`config.mk`:
```
export PLATFORM = sky130hd
export DESIGN_NAME = ast_pkt_source_flat
export DESIGN_NICKNAME = d
export VERILOG_FILES = /design/src/rtl/ast_pkg.sv /design/src/rtl/ast_pkt_source_if.sv /design/src/rtl/ast_skid_buf.sv /design/src/rtl/ast_pkt_source.sv /design/src/flat_wrapper.sv
export SDC_FILE = /design/constraint.sdc
export NUM_CORES = 1
export LEC_CHECK = 0
export ABC_AREA = 1
export CAP_MARGIN = 5
export CORE_ASPECT_RATIO = 0.7
export CORE_MARGIN = 4
export CORE_UTILIZATION = 50
export CTS_CLUSTER_SIZE = 10
export DETAILED_ROUTE_END_ITERATION = 6
export PLACE_DENSITY = 0.71
export RECOVER_POWER = 50
export SETUP_SLACK_MARGIN = 0.3
export SYNTH_ARGS = -nofsm -noshare
export SYNTH_HDL_FRONTEND = slang
export SYNTH_HIERARCHICAL = 1
export SYNTH_SLANG_ARGS = --single-unit
```
`constraint.sdc`:
```
create_clock -name clk_i -period 3.43 [get_ports clk_i]
set_input_delay 0.5145 -clock clk_i [delete_from_list [all_inputs] [get_ports clk_i]]
set_output_delay 0.5145 -clock clk_i [all_outputs]
set_load 0.05 [all_outputs]
```
`src/rtl/ast_pkg.sv`:
```
// Shared types and helpers for the Avalon-ST packet source.
package ast_pkg;

  typedef enum logic {IDLE = 1'b0, SEND = 1'b1} state_e;

  // Width of the empty field; never narrower than one bit.
  function automatic int empty_w(input int spb);
    return (spb > 1) ? $clog2(spb) : 1;
  endfunction

  function automatic int unsigned ceil_div(input int unsigned n, input int unsigned d);
    return (n + d - 1) / d;
  endfunction

endpackage

```
`src/rtl/ast_pkt_source_if.sv`:
```
// Avalon-ST beat bus between a packet source (master) and a sink (slave).
interface ast_pkt_source_if #(
  parameter int WIDTH   = 32,
  parameter int EMPTY_W = 2
);
  logic               valid;
  logic               ready;
  logic               sop;
  logic               eop;
  logic [WIDTH-1:0]   data;
  logic [EMPTY_W-1:0] empty;

  modport master (output valid, data, sop, eop, empty, input ready);
  modport slave  (input valid, data, sop, eop, empty, output ready);
endinterface

```
`src/rtl/ast_skid_buf.sv`:
```
// Two-entry FIFO holding fetched words until a transfer slot takes them.
module ast_skid_buf #(
  parameter int WIDTH = 32
) (
  input  logic             clk_i,
  input  logic             rst_i,
  input  logic             push_i,
  input  logic [WIDTH-1:0] push_data_i,
  input  logic             pop_i,
  output logic [WIDTH-1:0] head_o,
  output logic [1:0]       count_o
);
  logic [1:0][WIDTH-1:0] mem_q, mem_d;
  logic                  wr_ptr_q, wr_ptr_d, rd_ptr_q, rd_ptr_d;
  logic [1:0]            cnt_q, cnt_d;
  logic                  do_push, do_pop;

  assign do_pop  = pop_i && (cnt_q != 2'd0);
  assign do_push = push_i && ((cnt_q != 2'd2) || do_pop);

  always_comb begin
    mem_d    = mem_q;
    wr_ptr_d = wr_ptr_q;
    rd_ptr_d = rd_ptr_q;
    if (do_push) begin
      mem_d[wr_ptr_q] = push_data_i;
      wr_ptr_d        = ~wr_ptr_q;
    end
    if (do_pop) rd_ptr_d = ~rd_ptr_q;
    cnt_d = cnt_q + 2'(do_push) - 2'(do_pop);
  end

  always_ff @(posedge clk_i or negedge rst_i) begin
    if (!rst_i) begin
      mem_q    <= '0;
      wr_ptr_q <= 1'b0;
      rd_ptr_q <= 1'b0;
      cnt_q    <= 2'd0;
    end else begin
      mem_q    <= mem_d;
      wr_ptr_q <= wr_ptr_d;
      rd_ptr_q <= rd_ptr_d;
      cnt_q    <= cnt_d;
    end
  end

  assign head_o  = mem_q[rd_ptr_q];
  assign count_o = cnt_q;
endmodule

```
`src/rtl/ast_pkt_source.sv`:
```
// Avalon-ST packet source: fetches words from an upstream FIFO into a skid buffer
// and frames them as sop/eop/empty beats, honouring the sink's READY_LATENCY.
module ast_pkt_source
  import ast_pkg::*;
#(
  parameter int DATABITS_PER_SYMBOL = 8,
  parameter int SYMBOLS_PER_BEAT    = 4,
  parameter int WIDTH               = DATABITS_PER_SYMBOL * SYMBOLS_PER_BEAT,
  parameter int READY_LATENCY       = 3,
  parameter int LEN_W               = 16,
  parameter int EMPTY_W             = empty_w(SYMBOLS_PER_BEAT)
) (
  input  logic             clk_i,
  input  logic             rst_i,
  input  logic             start_i,
  input  logic [LEN_W-1:0] pkt_len_i,
  output logic             busy_o,
  output logic             done_o,
  output logic             fifo_rd_o,
  input  logic [WIDTH-1:0] fifo_data_i,
  input  logic             fifo_non_empty_i,
  ast_pkt_source_if.master ast
);
  localparam int unsigned SPB = SYMBOLS_PER_BEAT;

  state_e             state_q, state_d;
  logic [LEN_W-1:0]   beats_q, beats_d, fetch_cnt_q, fetch_cnt_d, xfer_cnt_q, xfer_cnt_d;
  logic [EMPTY_W-1:0] pad_q, pad_d;
  logic               in_flight_q, done_q;
  logic [1:0]         buf_cnt;
  logic [WIDTH-1:0]   buf_head;
  logic [2:0]         occ_next;
  logic               accept, pop, eop_xfer, beat_sop, beat_eop;

  assign accept   = (state_q == IDLE) && start_i && (pkt_len_i != '0);
  assign beat_sop = (xfer_cnt_q == '0);
  assign beat_eop = (xfer_cnt_q == beats_q - LEN_W'(1));
  // Occupancy once this cycle's pop and the in-flight read have settled.
  assign occ_next = 3'(buf_cnt) + 3'(in_flight_q) - 3'(pop);

  always_ff @(posedge clk_i or negedge rst_i) begin
    if (!rst_i) state_q <= IDLE;
    else        state_q <= state_d;
  end

  always_comb begin
    state_d = state_q;
    case (state_q)
      IDLE:    if (accept) state_d = SEND;
      SEND:    if (eop_xfer) state_d = IDLE;
      default: state_d = IDLE;
    endcase
  end

  always_comb begin
    busy_o    = (state_q == SEND);
    fifo_rd_o = (state_q == SEND) && fifo_non_empty_i &&
                (fetch_cnt_q < beats_q) && (occ_next < 3'd2);
  end

  always_comb begin
    beats_d     = beats_q;
    pad_d       = pad_q;
    fetch_cnt_d = fetch_cnt_q;
    xfer_cnt_d  = xfer_cnt_q;
    if (accept) begin
      beats_d     = LEN_W'(ceil_div(32'(pkt_len_i), SPB));
      pad_d       = EMPTY_W'(ceil_div(32'(pkt_len_i), SPB) * SPB - 32'(pkt_len_i));
      fetch_cnt_d = '0;
      xfer_cnt_d  = '0;
    end else begin
      if (fifo_rd_o) fetch_cnt_d = fetch_cnt_q + LEN_W'(1);
      if (pop)       xfer_cnt_d  = xfer_cnt_q + LEN_W'(1);
    end
  end

  always_ff @(posedge clk_i or negedge rst_i) begin
    if (!rst_i) begin
      beats_q     <= '0;
      pad_q       <= '0;
      fetch_cnt_q <= '0;
      xfer_cnt_q  <= '0;
      in_flight_q <= 1'b0;
      done_q      <= 1'b0;
    end else begin
      beats_q     <= beats_d;
      pad_q       <= pad_d;
      fetch_cnt_q <= fetch_cnt_d;
      xfer_cnt_q  <= xfer_cnt_d;
      in_flight_q <= fifo_rd_o;
      done_q      <= eop_xfer;
    end
  end

  assign done_o = done_q;

  ast_skid_buf #(.WIDTH(WIDTH)) u_skid (
    .clk_i       (clk_i),
    .rst_i       (rst_i),
    .push_i      (in_flight_q),
    .push_data_i (fifo_data_i),
    .pop_i       (pop),
    .head_o      (buf_head),
    .count_o     (buf_cnt)
  );

  if (READY_LATENCY == 0) begin : g_rl0
    // Head of the buffer is presented directly and held until ready.
    assign ast.valid = (state_q == SEND) && (buf_cnt != 2'd0);
    assign pop       = ast.valid && ast.ready;
    assign eop_xfer  = pop && beat_eop;
    assign ast.data  = ast.valid ? buf_head : '0;
    assign ast.sop   = ast.valid && beat_sop;
    assign ast.eop   = ast.valid && beat_eop;
    assign ast.empty = (ast.valid && beat_eop) ? pad_q : '0;
  end else begin : g_rl
    localparam int HW = (READY_LATENCY > 1) ? READY_LATENCY - 1 : 1;
    logic [HW-1:0]      hist_q;
    logic               grant_next;
    logic               vld_q, vld_d, sop_q, sop_d, eop_q, eop_d;
    logic [WIDTH-1:0]   data_q, data_d;
    logic [EMPTY_W-1:0] empty_q, empty_d;

    // Outputs are registered, so decide one cycle early: next cycle's slot
    // belongs to the ready sampled READY_LATENCY-1 cycles before now.
    assign grant_next = (READY_LATENCY == 1) ? ast.ready : hist_q[HW-1];
    assign pop        = grant_next && (state_q == SEND) && (buf_cnt != 2'd0);
    assign eop_xfer   = vld_q && eop_q;

    always_comb begin
      vld_d   = 1'b0;
      data_d  = '0;
      sop_d   = 1'b0;
      eop_d   = 1'b0;
      empty_d = '0;
      if (pop) begin
        vld_d   = 1'b1;
        data_d  = buf_head;
        sop_d   = beat_sop;
        eop_d   = beat_eop;
        empty_d = beat_eop ? pad_q : '0;
      end
    end

    always_ff @(posedge clk_i or negedge rst_i) begin
      if (!rst_i) begin
        hist_q  <= '0;
        vld_q   <= 1'b0;
        data_q  <= '0;
        sop_q   <= 1'b0;
        eop_q   <= 1'b0;
        empty_q <= '0;
      end else begin
        hist_q  <= (hist_q << 1) | HW'(ast.ready);
        vld_q   <= vld_d;
        data_q  <= data_d;
        sop_q   <= sop_d;
        eop_q   <= eop_d;
        empty_q <= empty_d;
      end
    end

    assign ast.valid = vld_q;
    assign ast.data  = data_q;
    assign ast.sop   = sop_q;
    assign ast.eop   = eop_q;
    assign ast.empty = empty_q;
  end
endmodule
```
`src/flat_wrapper.sv`:
```
// flat-port wrapper written by rule: the top's interface ports become plain ports
module ast_pkt_source_flat import ast_pkg::*;
#(
  parameter int DATABITS_PER_SYMBOL = 8,
  parameter int SYMBOLS_PER_BEAT    = 4,
  parameter int WIDTH               = DATABITS_PER_SYMBOL * SYMBOLS_PER_BEAT,
  parameter int READY_LATENCY       = 3,
  parameter int LEN_W               = 16,
  parameter int EMPTY_W             = empty_w(SYMBOLS_PER_BEAT)
)
  (clk_i, rst_i, start_i, pkt_len_i, busy_o, done_o, fifo_rd_o, fifo_data_i, fifo_non_empty_i, ast_valid, ast_data, ast_sop, ast_eop, ast_empty, ast_ready);
  ast_pkt_source_if #(.WIDTH(WIDTH), .EMPTY_W(EMPTY_W)) ast_i ();
  input  logic clk_i;
  input  logic rst_i;
  input  logic start_i;
  input  logic [LEN_W-1:0] pkt_len_i;
  output logic busy_o;
  output logic done_o;
  output logic fifo_rd_o;
  input  logic [WIDTH-1:0] fifo_data_i;
  input  logic fifo_non_empty_i;
  output wire logic [$bits(ast_i.valid)-1:0] ast_valid;
  output wire logic [$bits(ast_i.data)-1:0] ast_data;
  output wire logic [$bits(ast_i.sop)-1:0] ast_sop;
  output wire logic [$bits(ast_i.eop)-1:0] ast_eop;
  output wire logic [$bits(ast_i.empty)-1:0] ast_empty;
  input wire logic [$bits(ast_i.ready)-1:0] ast_ready;
  assign ast_valid = ast_i.valid;
  assign ast_data = ast_i.data;
  assign ast_sop = ast_i.sop;
  assign ast_eop = ast_i.eop;
  assign ast_empty = ast_i.empty;
  assign ast_i.ready = ast_ready;
  ast_pkt_source #(.DATABITS_PER_SYMBOL(DATABITS_PER_SYMBOL), .SYMBOLS_PER_BEAT(SYMBOLS_PER_BEAT), .WIDTH(WIDTH), .READY_LATENCY(READY_LATENCY), .LEN_W(LEN_W), .EMPTY_W(EMPTY_W)) u_core (.clk_i(clk_i), .rst_i(rst_i), .start_i(start_i), .pkt_len_i(pkt_len_i), .busy_o(busy_o), .done_o(done_o), .fifo_rd_o(fifo_rd_o), .fifo_data_i(fifo_data_i), .fifo_non_empty_i(fifo_non_empty_i), .ast(ast_i));
endmodule
```
After elaboration in Yosys (flattened, before gate mapping):

Cells that the tools add are included.

* bits in registers: 160
* bits in writable memories: 0
* bits in read-only memories: 0
* memories kept: 0
* bits in latches: 0
* output and inout port bits: 40

* multiplexer cells: 18
* multiply operators: 0
* equality and inequality tests: 2
* div/mod/pow operators: 0
* bitwise operators: 4
* order comparisons: 5
* add/sub/neg operators: 10
* reductions and logical operators: 17
* shift-type cells: 0

Operator list (count)
* $mux W32: 4
* $bwmux W64: 1
* $mux W16: 4
* $add A16 B1 Y16 const B: 2
* $demux W32 S1: 1
* $sub A17 B1 Y18 const B: 1
* $add A16 B3 Y17 const B: 1
* $eq A16 B16 Y1: 1
* $logic_not A16 Y1: 1
* $lt A16 B16 Y1: 1
* $reduce_bool A16 Y1: 1
* $sub A16 B1 Y16 const B: 1
* $logic_and A1 B1 Y1: 11
* $reduce_bool A2 Y1: 3
* $mux W1: 5
* $lt A1 B2 Y1 const B: 2
* $mux W2: 2
* $add A2 B1 Y3: 1
* $lt A3 B2 Y1 const B: 1
* $not A1 Y1: 3
* $sub A3 B1 Y3: 1
* $add A2 B1 Y2: 1
* $ne A2 B2 Y1 const B: 1
* $or A2 B1 Y2: 1
* other kinds (5): 5

Logic depth before layout (Yosys ltp):

* depth after elaboration: 7
* mapped depth: 14
* depth with buffers taken out: 13

Hierarchy:

Netlist, hierarchy kept.

By module, submodules not included
* ast_pkt_source: area each 5303.8 um^2, instances 1, cells an instance 702
* ast_skid_buf: area each 3271.9 um^2, instances 1, cells an instance 412

Least setup slack after synthesis:

OpenSTA, ideal clock, no wires.

* path type: reg-to-output
* start point: register u_core.state_q, in the netlist u_core/busy_o
* end point: output fifo_rd_o
* data arrival time: 2.767 ns
* buffers on the path: 2
* setup slack: 0.149 ns
* stages on the path, launching flop included: 11
* cell sequence: dfrtp_1 -> nand2_1 -> nor2_1 -> buf_2 -> ha_1 -> nor2_1 -> fa_1 -> nor3b_1 -> nand4_4 -> inv_2 -> buf_6

* longest elaborated chain between the ends: 5
* elaborated cells on any way between the ends: 7

RTL lines
* from (decl): line ast_pkt_source.sv:26 `state_e state_q, state_d;`
* from (signal assigned): line ast_pkt_source.sv:43 `else state_q <= state_d;`
* $logic_and A1 B1 Y1 (2 in series): line ast_pkt_source.sv:127 `assign pop = grant_next && (state_q == SEND) && (buf_cnt != 2'd0);`
* $sub A3 B1 Y3: line ast_pkt_source.sv:39 `assign occ_next = 3'(buf_cnt) + 3'(in_flight_q) - 3'(pop);`
* $lt A3 B2 Y1: line ast_pkt_source.sv:58 `(fetch_cnt_q < beats_q) && (occ_next < 3'd2);`
* $logic_and A1 B1 Y1 (*): line ast_pkt_source.sv:58
* to (decl): line flat_wrapper.sv:19 `output logic fifo_rd_o;`

Mark *: on every way between the ends. The rest lies on a longest branch, timed or not.

Worst setup path after layout:

Same ends and word-level chain as after synthesis.

==> impl_metrics.csv <==
group,metric,value,unit
placement,dp_hpwl,14.6,mm
synth,ys_seq_area_share,46.4,%
run_status,violations,"max-capacitance violations, max-slew violations",
run,maxCapViolations,2,
final_layout,final_cell_area,10200,sq um
clocking,htreeDepth,4,
sta,finalSetupViolCount,0,
pwr,irDropWorstVdd,0.553,mV
worst_setup_path,cp.depth,9,
grt,grt-ovfl-total,0,
pwr,clockPowerShare,24.6,%
synth,yosysMostFrequentCell,"nand2_1",
floorplan,start_util,51.8,%
sta,fin_crit_sh,88.0,%
placement,port_buffers,92,
worst_setup_path,path_cells,"nand2_1 -> nor2_1 -> ha_1 -> nor2_1 -> fa_1 -> nor3b_2 -> nand4_4 -> inv_8 -> buf_12",
sta,fmax,331,MHz
sta,fin_tns_setup,0,ns
synth,synth_top_area_share,46.4,%
clocking,cts_buffers,17,
sta,setup_slack,0.413,ns
worst_setup_path,reg2reg_slack,0.46,ns
pwr,p_leak,5.21,nW
final_layout,layout.nets,1266,
run_status,status,"finished, violations left",
sta,rsz0062_at_grt,"no",
synth,synth_warnings,6,
synth,synth_area_leaders,"dfrtp_1 46%, nand2_1 17%, nand4_1 5.9%",
clocking,cts.sinks,159,
synth,syn_nets,1190,
sta,slew_headroom,-23.5,%
worst_setup_path,crit_path_end_kind,"output pin",
synth,synth_edf_count,0,
placement,placedInstanceArea,9620,sq um
routing,detail-route-antenna-nets,0,
routing,routed_wl,21.9,mm
sta,skew,0.00738,ns
floorplan,row_count,39,
final_layout,stdcell_count,1428,
worst_setup_path,reg2reg_depth,6,
worst_hold_path,worstHoldStart,"u_core/g_rl.hist_q[0]",
final_layout,areaGrowthSynthToFinish,19.2,%
routing,via_per_inst,5.33,
worst_setup_path,cp.arrival,2.50,ns
final_layout,drive_gt1_share,6.65,%
placement,dp_slack,0.577,ns
worst_hold_path,holdCritPathClass,"reg2reg",
sta,whs,0.354,ns
placement,place.gp.congestion,0.942,
routing,drt_drc_violations_left,0,
worst_setup_path,crit_required,2.92,ns
routing,wl_per_cell,15.3,microns
grt,grt_pass1_wl,35.8,mm
worst_setup_path,rr_startpoint,"u_core/u_skid/count_o[0]",
floorplan,die_h,118,microns
clocking,ctsLongestPathBuffers,2,
pwr,p_int,4.61,mW
worst_setup_path,startpoint_type,"flop",
routing,drt_iter0_drc,794,
worst_hold_path,hold_path_depth,0,
synth,avgSynthCellArea,7.70,sq um
worst_hold_path,min_to,"u_core/g_rl.hist_q[1]",
sta,hold_viol,0,
synth,ys_top_cells_by_count,"389 x nand2_1, 159 x dfrtp_1, 111 x inv_1, 89 x nor2_1, 81 x nand4_1",
synth,yosys.area.top_type,"dfrtp_1",
final_layout,antennaDiodeCount,0,
synth,synth_seq_cells,159,
floorplan,ios,93,
worst_setup_path,cpLargestDelayFamily,"simple AND/OR/NAND/NOR gates",
floorplan,core,16500,sq um
routing,vias,7612,
sta,min_period,3.02,ns
worst_setup_path,cpMostUsedCell,"nor2_1",
pwr,switching_share,41.9,%
worst_setup_path,crit_fanout,4,
synth,synth_area,8580,sq um
grt,grt_max_degree,74,
worst_setup_path,worst-path-buf-inv,2,
clocking,clkTransAtPathRegs,0.06,ns
pwr,combPwrFrac,39.2,%
grt,grt_usage,23.0,%
synth,async_reset_ff_share,100,%
worst_setup_path,max_stage_delay,0.43,ns
pwr,p_sw,3.33,mW
grt,antenna_found_initial,0,
final_layout,regArea,3980,sq um
synth,synth_top_flop_cell,"dfrtp_1",
worst_setup_path,critPathSlowestCell,"fa_1",
sta,final-max-slew-violation-count,107,
clocking,cts_root_buf,"clkbuf_16",
worst_setup_path,r2r-end,"u_core/ast.data[12]",
worst_setup_path,critPathKind,"reg2out",
pwr,power.total,7.94,mW
floorplan,die_w,165,microns
placement,dp.cells,1393,
final_layout,fin_util,61.8,%
grt,grt_pass1_vias,6873,
floorplan,dieArea,19300,sq um
sta,worstMarginPinSlew,1.85,ns
pwr,power_frac_seq,36.2,%
clocking,insertion_delay,0.43,ns
routing,first_pass_iters,5,
pwr,p_per_area,777,nW/um^2
synth,syn_inst,1114,
synth,ys_types,40,
clocking,cts_hold_buf,0,
final_layout,multiInputGateArea,3860,sq um
clocking,cts_tree,"done",
final_layout,fillers,1453,
what timing repair did:
action,in CTS,in global routing
setup buffers,1,2
gates resized for setup,4,0
setup endpoints to repair,1,1
pin swaps,1,1
metal layers:
metal	routed length (microns)	vias to the layer above	global-route usage (%)
met5	0	-	0
met4	186	0	5.66
met3	1470	17	4.10
met2	9180	233	31.2
met1	11100	3640	37.4
li1	-	3722	-
layout make-up:
type	count	share of cell area (%)
inverter	124	4.63
tap	225	2.75
clock buffer	18	4.20
sequential	159	39.0
clock inverter	14	1.70
timing repair buffer	106	9.97
multi-input combinational	782	37.8
worst max-delay path by stage:
stage                                   startpoint             endpoint  slack (ns)
after floorplan                      u_core/busy_o            fifo_rd_o        0.37
after global placement    u_core/u_skid/count_o[1]            fifo_rd_o        0.65
after detailed placement  u_core/u_skid/count_o[1]            fifo_rd_o        0.58
after CTS                 u_core/u_skid/count_o[1]            fifo_rd_o        0.37
after global routing      u_core/u_skid/count_o[0]  u_core/ast.data[12]        0.20
final                                u_core/busy_o            fifo_rd_o        0.41
cells in the final DEF (no fill, tap or decap), types with 17 or more instances in the layout:
cell type	n
o21ai_0	23
nand3_1	64
nor3_1	20
a21oi_1	18
xor2_1	17
ha_1	22
nand4_1	81
clkdlybuf4s50_1	89
inv_1	112
clkbuf_16	17
nor2_1	89
dfrtp_1	156
nand2_1	389
flip-flops by register name, summed over array words and instances, names as in the netlist, 2 cells and up:
name / count
u_core/fetch_cnt_q: 16
u_core/beats_q: 15
u_core/ast.empty: 2
u_core/ast.data: 32
u_core/u_skid/mem_q: 64
u_core/pad_q: 2
u_core/u_skid/count_o: 2
u_core/g_rl.hist_q: 2
u_core/xfer_cnt_q: 16
power groups by stage:
stage	Sequential, mW	Combinational (mW)	Clock (mW)
finish	2.87	3.12	1.95
floorplan	3.36	1.73	0
global route	2.95	3.47	2.06
detailed placement	2.91	3.06	0
global placement	2.89	3.01	0
CTS	2.88	3.10	1.98
kinds of logic after synthesis:
logic type / after synthesis / synth area share, %
flip-flops: 159 / 46.4
AND/OR/NAND/NOR: 674 / 35.0
AO/OA/AOI/OAI: 53 / 3.22
buffers and inverters: 173 / 8.67
XOR/XNOR: 32 / 3.27
adder cells (fa/ha/maj): 23 / 3.44
worst reg2reg max path, cell delays in order (launching register included):
cell	delay, ns
dfrtp_1	0.40
nor2_1	0.11
nor2_1	0.07
clkbuf_1	0.36
inv_1	0.34
clkbuf_1	1.24
nor2_1	0.23
(Power assumes the default switching activity.)
